File: src/rtl/if_stage.sv
// Instruction fetch stage: drives a sync-read imem, presents a registered instruction to ID, redirects on jumps.
// Latency: a read issued in cycle N shows up on instr/instr_valid/pc_out in cycle N+2; a taken jump costs 2 bubbles.
// Backpressure: stall freezes every register and drops imem_rd_en, so the memory holds the word already in flight.
//
// Ports:
//   clk, rst                      clock, asynchronous active-high reset
//   stall                         hold all fetch state this cycle
//   jenable, jop_lsb, addr        jump from ID (jop_lsb: 0 = J, 1 = JEQ), absolute target
//   cmp_flag                      last CMPEQ result, qualifies JEQ
//   imem_addr, imem_rd_en         instruction memory read port
//   imem_data                     memory read data (valid one edge after an enabled read)
//   instr, pc_out, instr_valid    registered instruction, its address, and bubble flag to ID
module if_stage #(
    parameter int ARQ = 16,
    parameter int AW  = 14
) (
    input  logic           clk,
    input  logic           rst,
    input  logic           stall,
    input  logic           jenable,
    input  logic           jop_lsb,
    input  logic [AW-1:0]  addr,
    input  logic           cmp_flag,
    output logic [AW-1:0]  imem_addr,
    output logic           imem_rd_en,
    input  logic [ARQ-1:0] imem_data,
    output logic [ARQ-1:0] instr,
    output logic [AW-1:0]  pc_out,
    output logic           instr_valid
);

    typedef enum logic [0:0] {
        S_BOOT = 1'b0,
        S_RUN  = 1'b1
    } state_t;

    localparam logic [AW-1:0] PC_ONE = {{(AW-1){1'b0}}, 1'b1};

    state_t         state_q, state_d;
    logic [AW-1:0]  fetch_pc_q, fetch_pc_d;
    logic           pend_q, pend_d;
    logic [AW-1:0]  pend_pc_q, pend_pc_d;
    logic [ARQ-1:0] instr_q, instr_d;
    logic [AW-1:0]  pc_out_q, pc_out_d;
    logic           instr_valid_q, instr_valid_d;

    logic run;
    logic taken;

    assign run = (state_q == S_RUN);

    // Only a jump carried by a real (non-bubble) instruction may redirect, and
    // never while stalled: a held jump is evaluated on its first free cycle.
    assign taken = run && !stall && instr_valid_q && jenable && (!jop_lsb || cmp_flag);

    always_ff @(posedge clk or posedge rst) begin
        if (rst) begin
            state_q       <= S_BOOT;
            fetch_pc_q    <= '0;
            pend_q        <= 1'b0;
            pend_pc_q     <= '0;
            instr_q       <= '0;
            pc_out_q      <= '0;
            instr_valid_q <= 1'b0;
        end else begin
            state_q       <= state_d;
            fetch_pc_q    <= fetch_pc_d;
            pend_q        <= pend_d;
            pend_pc_q     <= pend_pc_d;
            instr_q       <= instr_d;
            pc_out_q      <= pc_out_d;
            instr_valid_q <= instr_valid_d;
        end
    end

    always_comb begin
        state_d       = state_q;
        fetch_pc_d    = fetch_pc_q;
        pend_d        = pend_q;
        pend_pc_d     = pend_pc_q;
        instr_d       = instr_q;
        pc_out_d      = pc_out_q;
        instr_valid_d = instr_valid_q;

        case (state_q)
            // One idle cycle after reset so the first read is issued cleanly;
            // stall and jumps have no meaning yet.
            S_BOOT: begin
                state_d = S_RUN;
            end
            S_RUN: begin
                if (!stall) begin
                    if (taken) begin
                        // Drop the sequential read already in flight; the
                        // instruction/pc registers keep their (now stale) values.
                        fetch_pc_d    = addr;
                        pend_d        = 1'b0;
                        instr_valid_d = 1'b0;
                    end else begin
                        instr_d       = imem_data;
                        instr_valid_d = pend_q;
                        pc_out_d      = pend_pc_q;
                        pend_d        = 1'b1;
                        pend_pc_d     = fetch_pc_q;
                        fetch_pc_d    = fetch_pc_q + PC_ONE; // wraps modulo 2^AW
                    end
                end
            end
            default: begin
                state_d = S_BOOT;
            end
        endcase
    end

    assign imem_addr   = fetch_pc_q;
    assign imem_rd_en  = run && !stall;
    assign instr       = instr_q;
    assign pc_out      = pc_out_q;
    assign instr_valid = instr_valid_q;

endmodule

File: config.mk
export PLATFORM = sky130hd
export DESIGN_NAME = if_stage
export DESIGN_NICKNAME = d
export VERILOG_FILES = /design/src/rtl/if_stage.sv
export SDC_FILE = /design/constraint.sdc
export NUM_CORES = 1
export LEC_CHECK = 0
export ABC_AREA = 1
export CAP_MARGIN = 20
export CORE_ASPECT_RATIO = 0.9
export CORE_UTILIZATION = 52
export CTS_BUF_LIST = sky130_fd_sc_hd__clkbuf_4
export DETAILED_ROUTE_END_ITERATION = 10
export HOLD_SLACK_MARGIN = 0.06
export PLACE_DENSITY = 0.88
export SLEW_MARGIN = 20
export SYNTH_ARGS = -nofsm -noshare
export SYNTH_HDL_FRONTEND = slang
export SYNTH_SLANG_ARGS = --single-unit
File: constraint.sdc
create_clock -name clk -period 6.11 [get_ports clk]
set_clock_uncertainty 0.15 [all_clocks]
set_input_delay 0.9165 -clock clk [delete_from_list [all_inputs] [get_ports clk]]
set_output_delay 0.9165 -clock clk [all_outputs]
set_load 0.02 [all_outputs]
# Word-level counts from Yosys, hierarchy flattened
# Index checks and enable logic that the tools add are counted.
word_totals:
  wordCells: 22
  out_inout_bits: 46
  regBits: 61
  in_bits: 36
classes:
  add_sub_neg: 1
  bitwise_logic: 2
  n_reduce_logical: 9
  muxes: 3
op_table:
  columns: ["op", "n"]
  rows:
  - ["$add 14x1->14 const B", 1]
  - ["$mux 14", 1]
  - ["$logic_and 1x1->1", 4]
  - ["$reduce_and 3->1", 1]
  - ["$logic_not 1->1", 2]
  - ["$mux 1", 2]
  - ["$not 1->1", 2]
  - ["$reduce_and 2->1", 1]
  - ["$logic_or 1x1->1", 1]

# Depth between registers and ports, before layout
logic_depth:
  depth_word: 7
  mapped_depth: 8
  ltp_nobuf: 7

# Least setup slack after synthesis
# Ideal clock, no wire load.
synth_timing:
  path_type: "input -> output"
  start: "in stall"
  end: "out imem_rd_en"
  path_buffers: 0
  path_stages: 3
  required_time_ps: 5043
  setup_slack_ps: 3840
  arrival_time_ps: 1203
  cell_sequence: "inv_1 nand2_2 inv_2"
synth_between:
  elab_chain_len: 2
synth_lines:
  columns: ["item", "line", "text"]
  rows:
  - ["from (decl)", "19", "input logic stall,"]
  - ["$logic_not 1->1", "116", "assign imem_rd_en = run && !stall;"]
  - ["$logic_and 1x1->1", "116", null]
  - ["to (decl)", "25", "output logic imem_rd_en,"]
# Every way passes these cells.

# Worst setup path in the final report
# Same ends and word-level chain as after synthesis.

==> impl_results.md <==
- P_leak: 1.82 nW
- Synth Cell Area: 0.00276 mm2
- Hold-fix buffers, CTS: 0
- Simple-gate area share of the yosys netlist: 31.0%
- Sequential area share after synthesis: 55.4%
- Clk_lat worst skew: 380 ps
- Post-DR vias/cell: 5.07
- First-pass GRT wire length: 10500 um
- Met2 Usage GRT: 37.9%
- Critical path arrival: 2440 ps
- Main combinational cell family by area after synthesis: simple AND/OR/NAND/NOR gates
- Yosys warns: 0
- Hold depth: 2
- Routability Congestion: 0.864
- CP max stage delay: 640 ps
- Worst path required time: 5040 ps
- CTS sink count: 61
- Relative slew slack: 49.8%
- Fill count: 382
- Syn Nets: 377
- Htree depth: 3
- CP cell instances: clkdlybuf4s50_1 -> inv_1 -> nand2_2 -> inv_2 -> clkdlybuf4s50_1
- Initial antenna violation count: 0
- Hold endpoint: pc_out[10]
- Final critical-path required period: 3510 ps
- Max FO, Critical Path: 13
- Buffers added on ports: 81
- Via Count: 2495
- Pin count of the biggest net entering global routing: 62
- Residual DRC count: 0
- Synth Area in Adders: 0.454%
- Yosys cell types: 25
- Synth Area in XOR/XNOR: 0.318%
- Pins Over Slew Limit: 0
- Ports: 82
- Leading cell types in the layout, fill and taps excluded: nand2_1 (147), clkdlybuf4s50_1 (81), dfrtp_1 (61), nand3_1 (40), inv_1 (28)
- Setup repair after global routing missed its margin: false
- Compound-Gate Fraction of Synth Area: 5.45%
- Total Wirelength: 6490 um
- GRT Util Overall: 24.9%
- Clock Root Buffer: clkbuf_4
- Reg2reg setup slack: 4060 ps
- Most common cell after layout, fill and taps aside: nand2_1
- N_diodes: 0
- Worst setup SP type: input port
- CTS tree: done
- CTS Buf Count: 9
- Vias in the first global route: 2291
- Area of the core: 0.00498 mm2
- Top cell type's share of synthesized area: 55.4%
- Cell mode on critical path: clkdlybuf4s50_1
- Cts repair resizes: 0
- Grt ovf: 0
- Worst path slowest cell: clkdlybuf4s50_1
- Synth Register Bits: 61
- Clock Path Buffers: 2
- Iteration-0 DRC Markers: 209
- Period utilisation layout: 57.4%
- Status: complete, no violations
- Layout net count: 459
- Worst Hold Launch: pend_pc_q[10]
- GRT met3 Usage: 6.06%
- Setup TNS: 0 ps
- Crit path capture type: output pin
- Post-CTS Setup Bufs: 0
- Initial Util: 55.3%
- Synth-to-Final Area Change: 36.0%
- Reg-to-Reg End: imem_addr[12]
- Core Rows: 24
- Final core utilization: 75.2%
- M1 GR Usage: 33.9%
- Worst Reg-to-Reg Cells: 6
- Max-Cap Viols: 0
- PwrDens: 353 mW/mm2
- Die width: 78.7 um
- Avg Cell Area, Syn: 8.11 um2
- VDD IR-drop max: 0.233 mV
- Synth area leaders: dfrtp_1 (55%), nand2_1 (20%), nand3_1 (7.3%), inv_1 (3.9%), o21ai_0 (2.4%)
- Cell accounting for the most synthesized area: dfrtp_1
- Remaining antenna violation count: 0
- Post-synthesis mux area share: 0%
- Worst Max-Slew Pin Slew: 753 ps
- Worst Hold Class: reg -> reg
- FMAX: 0.285 GHz
- Wire length per cell: 13.2 um
- TritonRoute pass-1 iters: 4
- Hold_ws: 331 ps
- Dpl hpwl: 4470 um
- Final Hold Vio Count: 0
- GR peak layer: met2
- Post-Synthesis Cells: 340
- Worst r2r src: instr_valid
- Chip Height: 71.1 um
- Layout cells sized above 1: 6.79%
- Die area: 0.00560 mm2
- Setup CP Type: in -> out
- Clk pin slew, worst setup/hold paths: 90 ps
- Setup violations, final: 0
registers in the layout, indices dropped and copies added (netlist names):
name / cells
instr_valid: 1
run: 1
pc_out: 14
instr: 16
pend_pc_q: 14
pend_q: 1
imem_addr: 14
stage by stage:
stage / area, um2 / power, mW / setup WS, ps / std cells
6_report: 3750 / 1.32 / 2600 / 492
5_1_grt: 3750 / 1.41 / 2510 / 492
4_1_cts: 3720 / 1.33 / 2620 / 491
3_5_place_dp: 3590 / 1.06 / 2630 / 475
3_3_place_gp: 3590 / 1.05 / 2650 / 475
2_1_floorplan: 2760 / 0.833 / 3530 / 340
Yosys cell counts:
library cell and number:
nand2_1 147, dfrtp_1 61, nand3_1 40, inv_1 29, o21ai_0 13, nor2_1 12
buf_2 8, o21ai_1 4, buf_4 3, o211ai_1 3, a21oi_1 2, buf_6 2
inv_2 2, nand2_2 2, nor2_2 2, a21oi_4 1, conb_1 1, ha_1 1
nand3b_1 1, nand4_1 1, nor2_4 1, o21a_1 1, o21ai_2 1, or2_2 1
xor2_1 1
logic make-up after synthesis:
kind of cell             count (synthesis)
flip-flops                              61
AO/OA/AOI/OAI                           25
XOR/XNOR                                 1
buffers and inverters                   44
adder cells (fa/ha/maj)                  1
AND/OR/NAND/NOR                        207
other                                    1
how the worst max path moves through the flow:
stage               startpoint      endpoint  slack [ps]  depth (start not counted)
floorplan                  rst  imem_addr[0]        3530                          1
global placement         stall    imem_rd_en        2650                          5
detailed placement       stall    imem_rd_en        2630                          5
CTS                      stall    imem_rd_en        2620                          5
global route             stall    imem_rd_en        2510                          5
finish                   stall    imem_rd_en        2600                          5
routing by layer:
metal	vias up	wire length, um
met5	-	0
met4	0	124
met3	12	450
met2	96	2990
met1	1161	2930
li1	1226	-
worst max-delay path, delay by kind of cell:
| kind | cells | cell delay, ps |
|---|---|---|
| and+or+nand+nor | 1 | 190 |
| buffers and inverters | 4 | 1330 |
where the power goes:
| group | internal [mW] | switching [mW] | total (mW) |
|---|---|---|---|
| sequential | 0.507 | 0.0851 | 0.592 |
| combinational | 0.216 | 0.248 | 0.464 |
| clock | 0.131 | 0.137 | 0.268 |
| total | 0.855 | 0.470 | 1.32 |
area by class of cell:
| type | count | area, um2 | share of cell area [%] |
|---|---|---|---|
| sequential | 61 | 1530 | 40.7 |
| clock buffer | 11 | 82.6 | 2.20 |
| multi-input combinational | 235 | 1040 | 27.6 |
| timing repair buffer | 84 | 853 | 22.8 |
| clock inverter | 5 | 51.3 | 1.37 |
| inverter | 31 | 116 | 3.11 |
| tap | 65 | 81.3 | 2.17 |
No activity file was read; power rests on OpenSTA's default activity.
